### config.mk
export PLATFORM = sky130hd
export DESIGN_NAME = ex_muldiv
export DESIGN_NICKNAME = d
export VERILOG_FILES = /design/src/rtl/ex_muldiv.sv
export SDC_FILE = /design/constraint.sdc
export NUM_CORES = 2
export LEC_CHECK = 0
export CORE_UTILIZATION = 55
export CTS_CLUSTER_SIZE = 14
export DETAILED_ROUTE_END_ITERATION = 8
export PLACE_DENSITY_LB_ADDON = 0.05
export SLEW_MARGIN = 25
export SYNTH_ARGS = -nofsm -noshare
export SYNTH_HDL_FRONTEND = slang
export SYNTH_SLANG_ARGS = --single-unit
### constraint.sdc
create_clock -name clk -period 12.1 [get_ports clk]
set_input_delay 2.42 -clock clk [delete_from_list [all_inputs] [get_ports clk]]
set_output_delay 2.42 -clock clk [all_outputs]
set_load 0.03 [all_outputs]
### src/rtl/ex_muldiv.sv
// Iterative RV64M execute unit: shift-add multiply and restoring divide.
// Ops are accepted and returned through valid/ready handshakes, and busy stalls ID/EX.
module ex_muldiv #(
  parameter int XLEN  = 64,
  parameter int CNT_W = 7
) (
  input  logic            clk,
  input  logic            rst,
  input  logic            in_valid,
  output logic            in_ready,
  input  logic [2:0]      op,
  input  logic            word,
  input  logic [XLEN-1:0] src1,
  input  logic [XLEN-1:0] src2,
  input  logic [XLEN-1:0] pc_in,
  input  logic            flush,
  output logic            out_valid,
  input  logic            out_ready,
  output logic [XLEN-1:0] result,
  output logic [XLEN-1:0] pc_out,
  output logic            busy
);

  typedef enum logic [1:0] {IDLE, CALC, FIX, DONE} state_t;

  state_t            state, state_next;
  logic [2*XLEN-1:0] acc;
  logic [XLEN-1:0]   opb;
  logic [CNT_W-1:0]  cnt, last;
  logic [2:0]        op_q;
  logic              word_q, neg_res, neg_rem;
  logic [XLEN-1:0]   pc_q;

  logic              is_div, signed1, signed2, neg1, neg2;
  logic              div_zero, ovf, special, accept;
  logic [XLEN-1:0]   ext1, ext2, mag1, mag2, min_neg, spec_res;

  // Operand decode at accept: width/sign extension, magnitudes and bypass detection.
  always_comb begin
    is_div  = op[2];
    signed1 = (op == 3'd1) || (op == 3'd2) || (op == 3'd4) || (op == 3'd6);
    signed2 = (op == 3'd1) || (op == 3'd4) || (op == 3'd6);
    ext1 = src1;
    ext2 = src2;
    if (word) begin
      ext1 = signed1 ? {{(XLEN-32){src1[31]}}, src1[31:0]} : {{(XLEN-32){1'b0}}, src1[31:0]};
      ext2 = signed2 ? {{(XLEN-32){src2[31]}}, src2[31:0]} : {{(XLEN-32){1'b0}}, src2[31:0]};
    end
    neg1 = signed1 && ext1[XLEN-1];
    neg2 = signed2 && ext2[XLEN-1];
    mag1 = neg1 ? -ext1 : ext1;
    mag2 = neg2 ? -ext2 : ext2;
    min_neg = word ? {{(XLEN-31){1'b1}}, {31{1'b0}}} : {1'b1, {(XLEN-1){1'b0}}};
    div_zero = is_div && (ext2 == '0);
    ovf = is_div && !op[0] && (ext1 == min_neg) && (ext2 == '1);
    special = div_zero || ovf;
    spec_res = '0;
    if (div_zero)
      spec_res = op[1] ? (word ? {{(XLEN-32){src1[31]}}, src1[31:0]} : src1) : '1;
    else if (ovf)
      spec_res = op[1] ? '0 : ext1;
    accept = in_valid && (state == IDLE) && !flush;
  end

  logic [XLEN:0]     mul_sum, mul_hi, div_shift;
  logic [XLEN+1:0]   div_diff;
  logic              div_ge;
  logic [XLEN-1:0]   div_rem;
  logic [2*XLEN-1:0] prod_s;
  logic [XLEN-1:0]   quo_s, rem_s, sel;

  // One shift-add or restoring-divide step, plus the final sign fix-up and half select.
  always_comb begin
    mul_sum   = {1'b0, acc[2*XLEN-1:XLEN]} + {1'b0, opb};
    mul_hi    = acc[0] ? mul_sum : {1'b0, acc[2*XLEN-1:XLEN]};
    div_shift = {acc[2*XLEN-1:XLEN], acc[XLEN-1]};
    div_diff  = {1'b0, div_shift} - {2'b00, opb};
    div_ge    = !div_diff[XLEN+1];
    div_rem   = div_ge ? div_diff[XLEN-1:0] : div_shift[XLEN-1:0];
    prod_s    = neg_res ? -acc : acc;
    quo_s     = neg_res ? -acc[XLEN-1:0] : acc[XLEN-1:0];
    rem_s     = neg_rem ? -acc[2*XLEN-1:XLEN] : acc[2*XLEN-1:XLEN];
    if (op_q[2])
      sel = op_q[1] ? rem_s : quo_s;
    else if (op_q == 3'd0)
      sel = word_q ? prod_s[XLEN+31:32] : prod_s[XLEN-1:0];
    else
      sel = prod_s[2*XLEN-1:XLEN];
  end

  always_comb begin
    state_next = state;
    if (flush)
      state_next = IDLE;
    else begin
      case (state)
        IDLE: if (in_valid) state_next = special ? DONE : CALC;
        CALC: if (cnt == last) state_next = FIX;
        FIX:  state_next = DONE;
        DONE: if (out_ready) state_next = IDLE;
        default: state_next = IDLE;
      endcase
    end
  end

  always_ff @(posedge clk) begin
    if (rst) state <= IDLE;
    else     state <= state_next;
  end

  // Word-sized dividends are pre-shifted to the top so 32 steps consume exactly their bits.
  always_ff @(posedge clk) begin
    if (rst) begin
      acc <= '0; opb <= '0; cnt <= '0; last <= '0;
      op_q <= '0; word_q <= 1'b0; neg_res <= 1'b0; neg_rem <= 1'b0;
      pc_q <= '0; result <= '0; pc_out <= '0;
    end else if (accept) begin
      op_q    <= op;
      word_q  <= word;
      pc_q    <= pc_in;
      cnt     <= '0;
      last    <= word ? CNT_W'(31) : CNT_W'(XLEN-1);
      neg_res <= neg1 ^ neg2;
      neg_rem <= neg1;
      if (is_div) begin
        acc <= {{XLEN{1'b0}}, (word ? {mag1[XLEN-33:0], 32'b0} : mag1)};
        opb <= mag2;
      end else begin
        acc <= {{XLEN{1'b0}}, mag2};
        opb <= mag1;
      end
      if (special) begin
        result <= spec_res;
        pc_out <= pc_in;
      end
    end else if (state == CALC) begin
      cnt <= cnt + 1'b1;
      if (op_q[2]) acc <= {div_rem, acc[XLEN-2:0], div_ge};
      else         acc <= {mul_hi, acc[XLEN-1:1]};
    end else if (state == FIX) begin
      result <= word_q ? {{(XLEN-32){sel[31]}}, sel[31:0]} : sel;
      pc_out <= pc_q;
    end
  end

  assign in_ready  = (state == IDLE);
  assign out_valid = (state == DONE);
  assign busy      = (state != IDLE);

endmodule

-- Word-level counts from Yosys, hierarchy flattened
Cells that the tools add are included.
- bitwise gates (word level): 1
- $add $sub $neg: 8
- eq/ne operators: 15
- multiplexer cells: 42
- reduce and logical (&&, ||, !) cells: 27
- operators by type and width (kind ; number):
    64-bit two-way mux ; 30
    128-bit two-way mux ; 4
    64-bit negator ; 4
    128-bit negator ; 1
    65-bit by 64-bit subtractor with 66-bit output ; 1
    64-bit by 64-bit adder with 65-bit output ; 1
    65-bit two-way mux ; 1
    64-bit == test ; 1
    64-bit == test, second input constant ; 1
    64-bit zero test ; 1
    63-bit two-way mux ; 1
    1-bit logical AND ; 8
    2-bit two-way mux ; 4
    2-bit inequality test, second input constant ; 4
    2-bit one-hot mux with 4 select lines ; 1
    7-bit by 1-bit adder with 7-bit output, second input constant ; 1
    7-bit == test ; 1
    3-bit == test, second input constant ; 2
    1-bit logical OR ; 6
    6-bit two-way mux ; 1
    3-bit AND reduction ; 2
    2-bit nonzero test ; 3
    2-bit == test, second input constant ; 2
    2-bit OR reduction ; 2
    8 further kinds ; 10
- flip-flop bits (word level): 406
- bits of input ports: 201
- word-level logic and storage cells: 105

-- Longest topological paths before layout
- depth after elaboration: 13
- mapped depth: 17
- gate-level depth less buffers: 15

-- Worst setup path after synthesis
Ideal clock, no wire load.
- path type: input to register
- start: input src2[16]
- end: register result[11]
- data arrival time: 6.007 ns
- stages: 13
- buffers on the path: 3
- path slack: 6.023 ns
- cell sequence: or4_1 > nor4_2 > nand4_1 > nor4_1 > o211ai_1 > or3_1 > clkbuf_1 > and3_1 > nor3_2 > clkbuf_1 > clkbuf_1 > o21ai_0 > a21oi_1
- word-level cells in the longest chain between the ends: 8
- elaborated cells on any way between the ends: 13
- classes of those cells: eq/ne: 2; mux: 6; reduce/logical: 5
- ends and longest elaborated chain (element ; RTL line ; source):
    from (decl) ; 14 ; input logic [XLEN-1:0] src2,
    64-bit two-way mux ; 47 ; ext2 = signed2 ? {{(XLEN-32){src2[31]}}, src2[31:0]} : {{(XLEN-32){1'b0}}, src2[31:0]};
    64-bit two-way mux * ; 45 ; if (word) begin
    64-bit == test ; 55 ; ovf = is_div && !op[0] && (ext1 == min_neg) && (ext2 == '1);
    1-bit logical AND ; 55 ;
    64-bit two-way mux ; 60 ; else if (ovf)
    64-bit two-way mux ; 58 ; if (div_zero)
    64-bit two-way mux ; 132 ; if (special) begin
    64-bit two-way mux ; 117 ; end else if (accept) begin
    to (signal assigned) ; 133 ; result <= spec_res;
    to (signal assigned) ; 141 ; result <= word_q ? {{(XLEN-32){sel[31]}}, sel[31:0]} : sel;
    to (decl) ; 19 ; output logic [XLEN-1:0] result,
Mark *: on every way between the ends. The rest lies on a longest branch, timed or not. The select of a mux whose other input is x is not followed.
A chain may end at the register's enable or synchronous reset.

-- Worst setup path after layout
- start: input src2[16]
- end: register result[19]
Same word-level chain as after synthesis.

==> flow_metrics.py <==
metrics = {
    "clock_network": {
        "numCtsBuffers": 48,
        "htreeDepth": 2,
        "postCtsSetupBuffers": 0,
        "cts_resized": 0,
        "cts_tree": "yes",
        "holdBufCountCts": 0,
        "clk-insertion-delay-late_ns": 0.62,
        "cts_buffer_depth": 3,
        "clock_sinks": 401,
        "cts_root_buf": "clkbuf_16",
        "clk_pin_slew_ns": 0.08,
    },
    "yosys": {
        "ys_warn_count": 0,
        "synth_cell_types": 93,
        "ys.flop_type": "dfxtp_1",
        "synth_top_cells_by_count": "584 x nor2_1, 513 x nand2_1, 489 x a21oi_1",
        "synth_area_leaders": "dfxtp_1 22%, a21oi_1 6.7%, o21ai_0 6.1%, nor2_1 6.0%, nand2_1 5.3%",
        "synth.most_common_cell": "nor2_1",
        "async_reset_ff_share_pct": 0,
        "ys_ff_latch": 401,
        "yosysTopAreaCell": "dfxtp_1",
        "avgSynthCellArea_sq_um": 7.062,
        "ys_seq_area_share_pct": 22.09,
        "yosys.area.top_type_share_pct": 22.09,
        "synth_area_sq_um": 36330,
        "synth_edf_count": 0,
        "syn-num-nets": 5486,
        "synthCells": 5145,
    },
    "power": {
        "vdd_drop_max_mv": 0.1235,
        "p_per_area_nw_per_um2": 122.1,
        "p_leak_nw": 15.26,
    },
    "routing": {
        "post_drt_wl_per_cell_um": 27.83,
        "dr.pass1.iters": 9,
        "postRouteAntennaNets": 0,
        "remaining_drc_errors": 0,
        "via_per_inst": 6.911,
        "dr_total_vias": 41804,
        "drt_wl_total_um": 168300,
        "first_iter_violations": 6596,
    },
    "placed_design": {
        "place.gp.congestion": 1.122,
        "post_dp_cell_area_sq_um": 39700,
        "dp_hpwl_um": 126700,
        "port-buffer-count": 331,
    },
    "min_path": {
        "worst_hold_path_type": "reg -> reg",
        "whs_path_depth": 2,
    },
    "timing": {
        "period_share_pct": 62.56,
        "min_period_ns": 7.570,
        "rsz0062_at_grt": "no",
        "slew_viol_final": 0,
        "setup-tns-final_ns": 0,
        "finalHoldViolCount": 0,
        "tightestPinTransition_ns": 1.293,
        "skew_ns": 0.03570,
        "slew_headroom_pct": 13.26,
        "setup_viol": 0,
        "timing.fmax_ghz": 0.1321,
    },
    "setup_path": {
        "cp.buffers_inverters": 2,
        "worstPathCellList": "clkdlybuf4s50_1 > or4_1 > nor4_2 > nand4_1 > nor4_1 > o211ai_1 > or3_1 > and3_1 > nor3_4 > buf_12 > o21ai_0 > nor4_1 > nor3_1",
        "cpPeakStageDelay_ns": 0.67,
        "crit_top_cell": "nor4_1",
        "worst_setup_path_start_kind": "primary input",
        "path_class": "in -> reg",
        "path_max_fanout": 203,
        "crit_family": "simple AND/OR/NAND/NOR gates",
        "cp.arrival_ns": 8.04,
        "cp.depth": 13,
        "end_kind": "flop",
        "slowest_stage": "buf_12",
        "reg2reg_depth": 13,
        "required_ns": 12.57,
    },
    "outcome": {
        "status": "complete, no violations",
    },
    "layout": {
        "drive_above_1_share_pct": 5.589,
        "fillers": 5972,
        "nets": 5498,
        "fin_util_pct": 63.82,
        "area_growth_pct": 13.85,
        "fin_area_sq_um": 41370,
    },
    "grt": {
        "antenna_found_initial": 12,
        "grt.total_usage_pct": 47.88,
        "grt_pass1_vias": 37070,
        "gr-total-overflow": 0,
        "grt_max_degree": 204,
        "grt_pass1_wl_um": 241700,
    },
    "die": {
        "start_util_pct": 56.06,
        "die_area_sq_um": 67090,
        "core-area_sq_um": 64810,
        "rows": 93,
        "die_y_um": 259.0,
        "die_w_um": 259.0,
        "io_pins": 332,
    },
    "flow_run": {
        "maxCapViolations": 0,
    },
}
==> power breakdown <==
| part | internal [W] | total, W | switching (W) |
|---|---|---|---|
| registers | 0.00141 | 0.00157 | 0.000154 |
| clock network | 0.000894 | 0.00152 | 0.000626 |
| logic | 0.000670 | 0.00196 | 0.00129 |
| total | 0.00298 | 0.00505 | 0.00207 |
==> final timing paths <==
| path | from | endpoint | slack, ns |
|---|---|---|---|
| worst max register to register | acc[0]$_SDFFE_PP0P_ | result[41]$_SDFFE_PP0P_ | 6.15 |
| worst min register to register | result[11]$_SDFFE_PP0P_ | result[11]$_SDFFE_PP0P_ | 0.45 |
| worst max-delay path | src2[16] | result[19]$_SDFFE_PP0P_ | 4.53 |
| worst min-delay path | result[11]$_SDFFE_PP0P_ | result[11]$_SDFFE_PP0P_ | 0.45 |
==> cell families after synthesis <==
family / Yosys count / share of synthesized area [%]
AND/OR/NAND/NOR: 1736 / 22.25
AO/OA/AOI/OAI: 1705 / 29.66
buffers and inverters: 567 / 5.954
flip-flops: 401 / 22.09
XOR/XNOR: 386 / 9.304
multiplexers: 210 / 5.882
adder cells (fa/ha/maj): 140 / 4.862
==> tightest hold or removal path, stage by stage (launching register included) <==
cell and delay (ns):
dfxtp_1 0.31, nand2_1 0.05, a21oi_1 0.05
==> metal layers <==
layer / wire length, um / global-route usage, % / vias up
met1: 63380 / 60.35 / 19464
li1: - / - / 18704
met4: 13340 / 31.33 / 12
met2: 67510 / 68.10 / 2975
met3: 24020 / 17.56 / 649
met5: 71 / 0 / -
==> flip-flops by register name, summed over array words and instances, names as in the netlist, 3 cells and up <==
register  cells
op_q          3
acc         128
cnt           7
pc_q         64
result       64
opb          64
pc_out       64
==> area by class of cell <==
type	count	area, sq um	area share, %
clock buffers	63	1360	3.288
flip-flops and latches	401	8039	19.43
well taps	855	1070	2.586
inverters	131	491.7	1.189
multi-input cells	4177	26290	63.54
clock inverters	19	241.5	0.5838
repair buffers	398	3866	9.346
diodes	5	12.51	0.03025
==> cell usage in the layout (no fill, tap or decap), drive strengths merged, types with 67 or more instances in the layout <==
| master | n |
|---|---|
| nor2 | 584 |
| nand2 | 513 |
| a21oi | 489 |
| o21ai | 444 |
| dfxtp | 401 |
| clkdlybuf4s50 | 328 |
| xor2 | 199 |
| xnor2 | 187 |
| mux2i | 182 |
| a211oi | 168 |
| nor3 | 153 |
| ha | 138 |
| inv | 130 |
| o211ai | 107 |
| buf | 70 |
| a21o | 67 |
==> per-stage QoR <==
| stage | std cells | total power (W) | hold WS (ns) | worst slack (ns) |
|---|---|---|---|---|
| global placement | 5962 | 0.003418 | 0.4475 | 4.179 |
| floorplan | 5145 | 0.002738 | 0.4486 | 6.023 |
| detailed placement | 5962 | 0.003429 | 0.4476 | 4.085 |
| global route | 6045 | 0.005192 | 0.4821 | 4.195 |
| CTS | 6044 | 0.004932 | 0.4551 | 4.699 |
| finish | 6049 | 0.005050 | 0.4515 | 4.530 |
Note: power is estimated with default switching activity, not from simulation.
